[src/rtl/sd_arb_pkg.sv]
// Shared types and helpers for the SD sector-channel drive arbiter.
package sd_arb_pkg;

    typedef enum logic [1:0] {
        ST_IDLE,
        ST_REQ,
        ST_XFER,
        ST_DONE
    } arb_state_t;

    function automatic int idx_w(input int n);
        return (n > 1) ? $clog2(n) : 1;
    endfunction

endpackage

[src/rtl/rr_arbiter.sv]
// Combinational round-robin pick: first asserted request at or after ptr, wrapping.
module rr_arbiter
    import sd_arb_pkg::*;
#(
    parameter int N  = 4,
    parameter int IW = idx_w(N)
) (
    input  logic [N-1:0]  req,
    input  logic [IW-1:0] ptr,
    output logic          any,
    output logic [IW-1:0] idx
);

    int unsigned j;

    always_comb begin
        any = 1'b0;
        idx = '0;
        j   = 0;
        for (int unsigned k = 0; k < N; k++) begin
            j = 32'(ptr) + k;
            if (j >= N) j = j - N;
            if (!any && req[j[IW-1:0]]) begin
                any = 1'b1;
                idx = j[IW-1:0];
            end
        end
    end

endmodule

[src/rtl/sd_drive_arbiter.sv]
// Round-robin multiplexer of per-drive sector requests onto one user_io SD channel,
// with buffer steering, sticky mount-change flags and a no-ack timeout.
module sd_drive_arbiter
    import sd_arb_pkg::*;
#(
    parameter int NUM_DRIVES = 4,
    parameter int LBA_W      = 32,
    parameter int TIMEOUT_W  = 24,
    localparam int GW        = idx_w(NUM_DRIVES)
) (
    input  logic                        clk_sys,
    input  logic                        reset,
    input  logic [NUM_DRIVES-1:0]       drv_rd,
    input  logic [NUM_DRIVES-1:0]       drv_wr,
    input  logic [NUM_DRIVES*LBA_W-1:0] drv_lba,
    output logic [NUM_DRIVES-1:0]       drv_done,
    output logic                        drv_err,
    output logic [NUM_DRIVES-1:0]       drv_buff_wr,
    input  logic [NUM_DRIVES*8-1:0]     drv_buff_din,
    output logic [NUM_DRIVES-1:0]       drv_changed,
    input  logic [NUM_DRIVES-1:0]       drv_changed_clr,
    input  logic [NUM_DRIVES-1:0]       img_mounted,
    output logic [LBA_W-1:0]            sd_lba,
    output logic                        sd_rd,
    output logic                        sd_wr,
    input  logic                        sd_ack,
    input  logic                        sd_buff_wr,
    output logic [7:0]                  sd_buff_din,
    output logic                        busy,
    output logic [GW-1:0]               grant
);

    localparam logic [TIMEOUT_W-1:0] TMO_LAST = {TIMEOUT_W{1'b1}} - 1'b1;
    localparam logic [GW-1:0]        LAST_DRV = GW'(NUM_DRIVES - 1);

    arb_state_t             state, state_d;
    logic [GW-1:0]          rr_ptr, pick;
    logic                   any_req, timed_out, ack_q, err_q;
    logic [TIMEOUT_W-1:0]   tmo_cnt;
    logic [NUM_DRIVES-1:0]  pending;

    assign pending = drv_rd | drv_wr;

    rr_arbiter #(.N(NUM_DRIVES), .IW(GW)) u_rr (
        .req (pending),
        .ptr (rr_ptr),
        .any (any_req),
        .idx (pick)
    );

    always_ff @(posedge clk_sys) begin
        if (reset) state <= ST_IDLE;
        else       state <= state_d;
    end

    // Timeout fires on the cycle the counter would reach all-ones, so sd_rd/sd_wr
    // stays up for exactly 2^TIMEOUT_W-1 cycles without an ack.
    always_comb begin
        state_d   = state;
        timed_out = 1'b0;
        case (state)
            ST_IDLE: if (any_req) state_d = ST_REQ;
            ST_REQ: begin
                if (sd_ack) begin
                    state_d = ST_XFER;
                end else if (tmo_cnt == TMO_LAST) begin
                    state_d   = ST_DONE;
                    timed_out = 1'b1;
                end
            end
            ST_XFER: if (ack_q && !sd_ack) state_d = ST_DONE;
            ST_DONE: state_d = ST_IDLE;
            default: state_d = ST_IDLE;
        endcase
    end

    always_ff @(posedge clk_sys) begin
        if (reset) begin
            sd_rd   <= 1'b0;
            sd_wr   <= 1'b0;
            sd_lba  <= '0;
            grant   <= '0;
            rr_ptr  <= '0;
            tmo_cnt <= '0;
            err_q   <= 1'b0;
            ack_q   <= 1'b0;
        end else begin
            ack_q <= sd_ack;
            case (state)
                ST_IDLE: begin
                    if (any_req) begin
                        grant   <= pick;
                        sd_lba  <= drv_lba[pick*LBA_W +: LBA_W];
                        sd_wr   <= drv_wr[pick];
                        sd_rd   <= ~drv_wr[pick];
                        tmo_cnt <= '0;
                        err_q   <= 1'b0;
                    end
                end
                ST_REQ: begin
                    if (sd_ack || timed_out) begin
                        sd_rd <= 1'b0;
                        sd_wr <= 1'b0;
                        err_q <= timed_out;
                    end else begin
                        tmo_cnt <= tmo_cnt + 1'b1;
                    end
                end
                ST_DONE: rr_ptr <= (grant == LAST_DRV) ? '0 : grant + 1'b1;
                default: ;
            endcase
        end
    end

    always_ff @(posedge clk_sys) begin
        if (reset) drv_changed <= '0;
        else       drv_changed <= (drv_changed & ~drv_changed_clr) | img_mounted;
    end

    assign busy        = (state != ST_IDLE);
    assign sd_buff_din = drv_buff_din[grant*8 +: 8];

    always_comb begin
        drv_buff_wr = '0;
        drv_done    = '0;
        drv_err     = 1'b0;
        if (state == ST_XFER) drv_buff_wr[grant] = sd_buff_wr;
        if (state == ST_DONE) begin
            drv_done[grant] = 1'b1;
            drv_err         = err_q;
        end
    end

endmodule

[config.mk]
export PLATFORM = sky130hd
export DESIGN_NAME = sd_drive_arbiter
export DESIGN_NICKNAME = d
export VERILOG_FILES = /design/src/rtl/sd_arb_pkg.sv /design/src/rtl/rr_arbiter.sv /design/src/rtl/sd_drive_arbiter.sv
export SDC_FILE = /design/constraint.sdc
export NUM_CORES = 1
export LEC_CHECK = 0
export CAP_MARGIN = 15
export CORE_MARGIN = 2
export CORE_UTILIZATION = 30
export DETAILED_ROUTE_END_ITERATION = 6
export PLACE_DENSITY = 0.67
export SLEW_MARGIN = 20
export SYNTH_ARGS = -nofsm -noshare
export SYNTH_HDL_FRONTEND = slang
export SYNTH_SLANG_ARGS = --single-unit
export TNS_END_PERCENT = 20
[constraint.sdc]
create_clock -name clk_sys -period 2.08 [get_ports clk_sys]
set_input_delay 0.312 -clock clk_sys [delete_from_list [all_inputs] [get_ports clk_sys]]
set_output_delay 0.312 -clock clk_sys [all_outputs]
set_load 0.02 [all_outputs]
==> metrics.md, run 1 <==
| Metric | Value |
|---|---|
| Worst reg2reg path endpoint | `tmo_cnt[23]$_SDFFE_PP0P_` |
| Dominant cell type by area after synthesis | `dfxtp_1` |
| Syn nets | `641` |
| Post-synthesis cell type count | `just over 50` |
| Core region area | `about 0.013 mm2` |
| WP data arrival | `2.23 ns` |
| Commonest cells after routing, fill and taps aside | `clkdlybuf4s50_1 (215), dfxtp_1 (69), mux2i_1 (66)` |
| Status | `finished, final reports clean` |
| Min Hold Slack | `roughly 0.46 ns` |
| CTS tree | `built` |
| Register area | `around 0.0014 mm2` |
| PD cells | `a little under 900 mW/mm2` |
| Most common cell after layout, fill and taps aside | `clkdlybuf4s50_1` |
| Flop-to-flop setup slack | `approximately 0.070 ns` |
| RSZ-0062 raised after global routing | `yes` |
| Final Instance Area | `0.007400 mm2` |
| Data required time of the critical path | `roughly 2.3 ns` |
| Synth Instances | `450` |
| Post-place setup slack | `-0.3152 ns` |
| Worst hold path startpoint | `sd_lba[15]$_SDFFE_PP0P_` |
| Area of the multi-input gates | `approximately 0.0026 mm2` |
| Post-synth EDFFs | `0` |
| GRT Overall Usage | `approximately a fifth` |
| GPL Wtd Cong | `0.8601` |
| Routed vias | `4512` |
| Post-synthesis sequential area ratio | `between 30% and 40%` |
| Largest net degree at the start of global routing | `33` |
| Area growth syn-to-layout | `79.54%` |
| TritonRoute pass-1 iters | `4` |
| Root Buffer | `clkbuf_16` |
| Worst-Margin Slew | `0.3273 ns` |
| Reg2reg start | `state[0]$_SDFFE_PP0P_` |
| Routed wire length | `15.27 mm` |
| DRC errors left | `0` |
| Clk Latency, worst-skew pair | `0.33 ns` |
| Worst vdd ir | `~460 uV` |
| Dpl cell area | `just under 0.007 mm2` |
| Grt ovf | `0` |
| Final hold vios | `0` |
| DR iter-0 viols | `251` |
| Max-slew violations | `0` |
| Crit path time final | `2.023 ns` |
| First-pass GRT wire length | `around 22 mm` |
| R2r worst-path depth | `7` |
| Hold Crit Class | `reg2reg` |
| # setup viols final | `0` |
| Crit-path max FO | `6` |
| Fin crit share | `a little over nine tenths` |
| Final worst slack | `between 0.05 and 0.06 ns` |
| Routed Antenna Nets | `0` |
| Clock Path Buffers | `2` |
| Clk sink count | `70` |
| Min-Delay Endpoint | `sd_lba[15]$_SDFFE_PP0P_` |
| Routed len/inst | `~17 um` |
| Initial Util | `30.88%` |
| Antenna violations before repair | `0` |
| IO Count | `approximately 240` |
| Total leakage power | `roughly 3.1 nW` |
| Total of max-cap violations | `0` |
| Post-synth top area share | `34.00%` |
| Site Rows | `42` |
| CTS Buf Count | `9` |
| CTS H-tree lvls | `3` |
| Inst Count DP | `870` |
| Mapped Area | `0.004121 mm2` |
| Die H | `121.2 um` |
| Final #Nets | `901` |
| Antenna Cells | `0` |
| Startpoint types | `primary input` |
| Vias in the first global route | `4458` |
| Crit Path Class | `in2reg` |
| DIE AREA | `roughly 0.015 mm2` |
| Async SR Flop Fraction | `0%` |
| Clock Skews | `a little under 0.006 ns` |
| Synth Warn # | `0` |
| Port bufs | `237` |
| Die X | `~120 um` |
| Worst setup EP type | `flip-flop` |
| CTS Hold Bufs | `0` |
| Synth Flop Type | `dfxtp_1` |
| Fill cells | `1188` |
| Post-DP HPWL | `about 12 mm` |
| Average size of a mapped cell | `around 9 um2` |
| Finished Layout Cells | `just under 900` |
| CTS clk-pin slew, worst paths | `approximately 0.05 ns` |
| Core Util, Final | `between 50% and 60%` |
| Worst relative slew slack | `77.99%` |
| Area contributors post-synth | `dfxtp_1 (34%), mux2i_1 (17%), o221ai_1 (6.8%)` |
| Post-DR vias/cell | `5.070` |
| Share of layout cells above drive strength 1 | `11.20%` |
| Synth Register Bits | `70` |
| Max Fclk | `approximately 490 MHz` |
| Hold path depth | `2` |
timing repair:
item	CTS	global route
gates cloned	0	4
resized for setup	20	25
setup endpoints to repair	18	49
pin swaps	0	6
buffers inserted	0	1
cell usage after synthesis, drive strengths merged (3+ instances only):
cell     number
mux4          8
or3           7
clkbuf       21
o2111ai       6
xor2         15
nand3         8
mux2i        69
ha           11
and2          9
dfxtp        70
o21ai        14
nor2         37
o211ai        5
nor4          3
inv          16
o221ai       32
nand2        40
nor3          5
a21oi        16
nand2b        3
buf          10
and4          3
and3         11
nand4         3
logic make-up after synthesis:
kind of cell	count (synthesis)	synth area share (%)
compound gates	90	15.97
flops	70	34.00
simple gates	138	16.45
xor+xnor	17	3.613
fa+ha+maj	11	3.339
mux	77	21.13
buf+inv	47	5.495
flip-flops by register name (all words and copies together), names as in the netlist:
register / cells
rr_ptr: 2
state: 2
sd_wr: 1
grant: 2
sd_rd: 1
err_q: 1
tmo_cnt: 24
ack_q: 1
drv_changed: 4
sd_lba: 32
power by group:
part	internal, mW	switching, mW	total (mW)
clock	1.20	0.573	1.77
combinational	1.56	1.50	3.06
sequential	1.62	0.171	1.79
total	4.37	2.25	6.61
worst max path at each step:
stage | from | endpoint | slack (ns) | cells past startpoint
finish | drv_wr[3] | sd_lba[15]$_SDFFE_PP0P_ | 0.06 | 7
floorplan | state[0]$_SDFFE_PP0P_ | sd_lba[0]$_SDFFE_PP0P_ | 0.13 | 7
CTS | grant[0]$_SDFFE_PP0P_ | sd_buff_din[1] | 0.01 | 3
global placement | drv_wr[2] | sd_lba[18]$_SDFFE_PP0P_ | -0.23 | 7
detailed placement | drv_rd[0] | sd_lba[17]$_SDFFE_PP0P_ | -0.32 | 8
global route | tmo_cnt[4]$_SDFFE_PP0P_ | tmo_cnt[20]$_SDFFE_PP0P_ | -0.02 | 6
stage by stage:
step	power, mW	setup TNS, ns
finish	6.615	0
global placement	4.756	-8.352
detailed placement	4.818	-10.66
global route	6.951	-0.03707
floorplan	3.316	0
CTS	6.573	0
layout make-up:
type                            instances  share of cell area, %
Multi-Input combinational cell        334                  34.53
Clock inverter                          4                  1.285
Clock buffer                           11                  3.280
Timing Repair Buffer                  279                  38.16
Inverter                               16                 0.8116
Sequential cell                        70                  18.96
Tap cell                              176                  2.976
critical path, stage by stage:
cell and delay (ns):
clkdlybuf4s50_1 0.52, nor2_1 0.10, o21a_1 0.25, or3_4 0.52, buf_12 0.18, mux2i_2 0.21, o221ai_1 0.13
per-layer routing:
metal	up-vias	share of wire, %	track usage [%]
met5	-	0	0
met4	0	1.9	6.466
met3	21	6.9	5.639
met2	191	53	35.22
met1	2109	38	21.30
li1	2191	-	-
No activity file was read; power rests on OpenSTA's default activity.
==> run 2, diff against run 1 <==
--- a/config.mk
+++ b/config.mk
@@ -6,7 +6,6 @@
 export NUM_CORES = 1
 export LEC_CHECK = 0
 export CAP_MARGIN = 15
-export CORE_MARGIN = 2
 export CORE_UTILIZATION = 30
 export DETAILED_ROUTE_END_ITERATION = 6
 export PLACE_DENSITY = 0.67
==> run 2 against run 1 <==
Clock skew up 0.0039 ns. Final cell count is 0.34% lower. Setup slack worse by 0.033 ns. Sequential share of layout area up 0.18 points. Combinational power barely moved. Design area shrank 0.78%. First-iteration DRC count is 33% lower. Non-clock buffer count shrank 2. Via count increased by 0.51%. Critical path type is now reg2out. Critical endpoint is now drv_err. Largest cell class unchanged. Largest power group unchanged.
==> metrics.md, run 2 (synthesized netlist as in run 1, its figures left out) <==
| Metric | Value |
|---|---|
| Port bufs | `237 (unchanged)` |
| Largest net degree at the start of global routing | `56 (was 33)` |
| Worst relative slew slack | `79.76% (was 77.99%)` |
| Hold Crit Class | `reg2reg (unchanged)` |
| Total power | `6.254 mW (was 6.615 mW)` |
| Fin crit share | `98.85% (was 97.26%)` |
| WP buf/inv | `1 (was 2)` |
| Clk pwr share | `22.6% (was 26.7%)` |
| Clock Skews | `0.009749 ns (was 0.005815 ns)` |
| RSZ-0062 raised after global routing | `yes (unchanged)` |
| Area of the multi-input gates | `0.002605 mm2 (was 0.002555 mm2)` |
| GRT Overall Usage | `19.99% (was 19.30%)` |
| CTS clk-pin slew, worst paths | `0.06 ns (was 0.05 ns)` |
| Worst reg2reg path endpoint | `tmo_cnt[22]$_SDFFE_PP0P_ (was tmo_cnt[23]$_SDFFE_PP0P_)` |
| Post-DR vias/cell | `5.113 (was 5.070)` |
| Crit path time final | `2.056 ns (was 2.023 ns)` |
| Comb pwr share | `48.8% (was 46.3%)` |
| Final hold vios | `0 (unchanged)` |
| Reg2reg start | `state[0]$_SDFFE_PP0P_ (unchanged)` |
| PD cells | `851.9 mW/mm2 (was 894.0 mW/mm2)` |
| Startpoint types | `flip-flop (was primary input)` |
| TritonRoute pass-1 iters | `4 (unchanged)` |
| Fill cells | `1223 (was 1188)` |
| CTS tree | `built (unchanged)` |
| Core region area | `0.01330 mm2 (was 0.01335 mm2)` |
| Worst setup path endpoint | `drv_err (was sd_lba[15]$_SDFFE_PP0P_)` |
| Sequential Power Share | `28.6% (was 27.0%)` |
| Final #Nets | `898 (was 901)` |
| Most common cell after layout, fill and taps aside | `clkdlybuf4s50_1 (unchanged)` |
| Data required time of the critical path | `1.77 ns (was 2.29 ns)` |
| Commonest cells after routing, fill and taps aside | `clkdlybuf4s50_1 (216), dfxtp_1 (67), mux2i_1 (65) (was clkdlybuf4s50_1 (215), dfxtp_1 (69), mux2i_1 (66))` |
| Die H | `119.2 um (was 121.2 um)` |
| Crit-path max FO | `7 (was 6)` |
| Post-DP HPWL | `11.62 mm (was 11.54 mm)` |
| Area growth syn-to-layout | `78.14% (was 79.54%)` |
| First-pass GRT wire length | `22.49 mm (was 22.22 mm)` |
| Delay of the slowest critical-path stage | `0.61 ns (was 0.52 ns)` |
| GPL Wtd Cong | `0.9112 (was 0.8601)` |
| Routed len/inst | `17.15 um (about the same)` |
| M1 WL | `5.797 mm (was 5.833 mm)` |
| # setup viols final | `0 (unchanged)` |
| IO Count | `238 (unchanged)` |
| CTS Buf Count | `9 (unchanged)` |
| Antenna Cells | `0 (unchanged)` |
| Worst vdd ir | `436.9 uV (was 459.1 uV)` |
| Top sig layer | `met4 (unchanged)` |
| Clk sink count | `70 (unchanged)` |
| WL met2 | `7.941 mm (was 8.081 mm)` |
| Setup_tns | `0 ns (unchanged)` |
| Total leakage power | `3.088 nW (was 3.143 nW)` |
| Clock Path Buffers | `2 (unchanged)` |
| DRC errors left | `0 (unchanged)` |
| Largest register by flop count | `sd_lba (unchanged)` |
| R2r worst-path depth | `7 (unchanged)` |
| Initial Util | `31.00% (was 30.88%)` |
| DIE AREA | `0.01421 mm2 (was 0.01469 mm2)` |
| Worst-path cell chain | `ha_2, and2_1, clkdlybuf4s50_1 (was clkdlybuf4s50_1, nor2_1, o21a_1, or3_4, buf_12, mux2i_2, o221ai_1)` |
| Crit path depth | `3 (was 7)` |
| Total of max-cap violations | `0 (unchanged)` |
| Register area | `0.001405 mm2 (was 0.001403 mm2)` |
| Flop-to-flop setup slack | `0.10 ns (was 0.07 ns)` |
| Status | `finished, final reports clean (unchanged)` |
| Largest register FFs | `32 (unchanged)` |
| Internal power | `3.981 mW (was 4.368 mW)` |
| WP data arrival | `1.74 ns (was 2.23 ns)` |
| DR iter-0 viols | `168 (was 251)` |
| Antenna violations before repair | `0 (unchanged)` |
| CTS H-tree lvls | `3 (unchanged)` |
| Crit path max-delay cell type | `clkdlybuf4s50_1 (unchanged)` |
| Worst setup EP type | `output pin (was flip-flop)` |
| Clk Latency, worst-skew pair | `0.32 ns (was 0.33 ns)` |
| Switching Share | `36.35% (was 33.97%)` |
| Biggest regs | `sd_lba (32), tmo_cnt (24), drv_changed (4) (unchanged)` |
| Routed Antenna Nets | `0 (unchanged)` |
| Top delay family on crit path | `buffers and inverters (unchanged)` |
| Routed vias | `4535 (was 4512)` |
| Routed wire length | `15.21 mm (was 15.27 mm)` |
| Worst-Margin Slew | `0.3016 ns (was 0.3273 ns)` |
| Grt ovf | `0 (unchanged)` |
| Max Fclk | `486.4 MHz (was 494.3 MHz)` |
| Max-slew violations | `0 (unchanged)` |
| Switching pwr | `2.274 mW (was 2.247 mW)` |
| Vias in the first global route | `4474 (was 4458)` |
| Met3 WL post-DR | `1.074 mm (was 1.058 mm)` |
| Site Rows | `42 (unchanged)` |
| Crit Path Class | `reg2out (was in2reg)` |
| Crit path launch | `state[1]$_SDFFE_PP0P_ (was drv_wr[3])` |
| Root Buffer | `clkbuf_16 (unchanged)` |
| Die X | `119.2 um (was 121.2 um)` |
| Share of layout cells above drive strength 1 | `12.66% (was 11.20%)` |
==> run 2: final cells by class <==
cell class              count  share of cell area, %
flip-flops and latches     70                  19.14
well taps                 176                  2.999
multi-input cells         333                  35.48
clock inverters             5                 0.4772
clock buffers              10                  3.255
repair buffers            277                  37.83
inverters                  16                 0.8180
==> run 2: routing by layer <==
metal  track usage, %  up-vias
met2            37.43      194
met3            4.167       26
met1            21.31     2133
li1                 -     2182
met5                0        -
met4            8.940        0
==> run 2: worst reg2reg max path, cell delays in order, from the launching register on <==
cell and delay [ns]:
dfxtp_1 0.35, inv_1 0.17, ha_4 0.19, inv_1 0.10, o22ai_2 0.22, nand4_1 0.30, or3_1 0.48, a21oi_2 0.12
==> run 2: stage by stage <==
stage	instances	instance area (um2)	setup slack [ns]	utilization [%]	hold WS, ns
after floorplan	450	4121	0.1332	-	0.4294
after global placement	866	6874	-0.3255	51.70	0.4416
after detailed placement	866	6874	-0.3999	51.70	0.4490
after CTS	881	7147	0.006247	53.75	0.4641
after global routing	887	7342	-0.07495	55.22	0.4787
final	887	7342	0.02393	55.22	0.4606
==> run 2: worst min path at each step <==
| stage | start | end | slack, ns | depth (start not counted) |
|---|---|---|---|---|
| 2_1_floorplan | img_mounted[0] | drv_changed[0]$_SDFF_PP0_ | 0.43 | 2 |
| 3_3_place_gp | sd_lba[31]$_SDFFE_PP0P_ | sd_lba[31]$_SDFFE_PP0P_ | 0.44 | 2 |
| 3_5_place_dp | sd_lba[4]$_SDFFE_PP0P_ | sd_lba[4]$_SDFFE_PP0P_ | 0.45 | 2 |
| 4_1_cts | sd_lba[10]$_SDFFE_PP0P_ | sd_lba[10]$_SDFFE_PP0P_ | 0.46 | 2 |
| 5_1_grt | sd_lba[11]$_SDFFE_PP0P_ | sd_lba[11]$_SDFFE_PP0P_ | 0.48 | 2 |
| 6_report | sd_lba[4]$_SDFFE_PP0P_ | sd_lba[4]$_SDFFE_PP0P_ | 0.46 | 2 |
==> run 2: what timing repair did <==
item	in CTS	in global routing
buffers inserted	0	4
setup endpoints to repair	22	52
cloned	0	2
pin swaps	0	7
hold buffers	0	0
gates resized for setup	24	29
==> run 2: power by group through the flow <==
stage	clock network (mW)	registers, mW	logic [mW]
CTS	1.46	1.79	2.94
global placement	0	1.80	2.89
global route	1.50	1.82	3.26
floorplan	0	2.06	1.25
finish	1.42	1.79	3.05
detailed placement	0	1.81	2.95
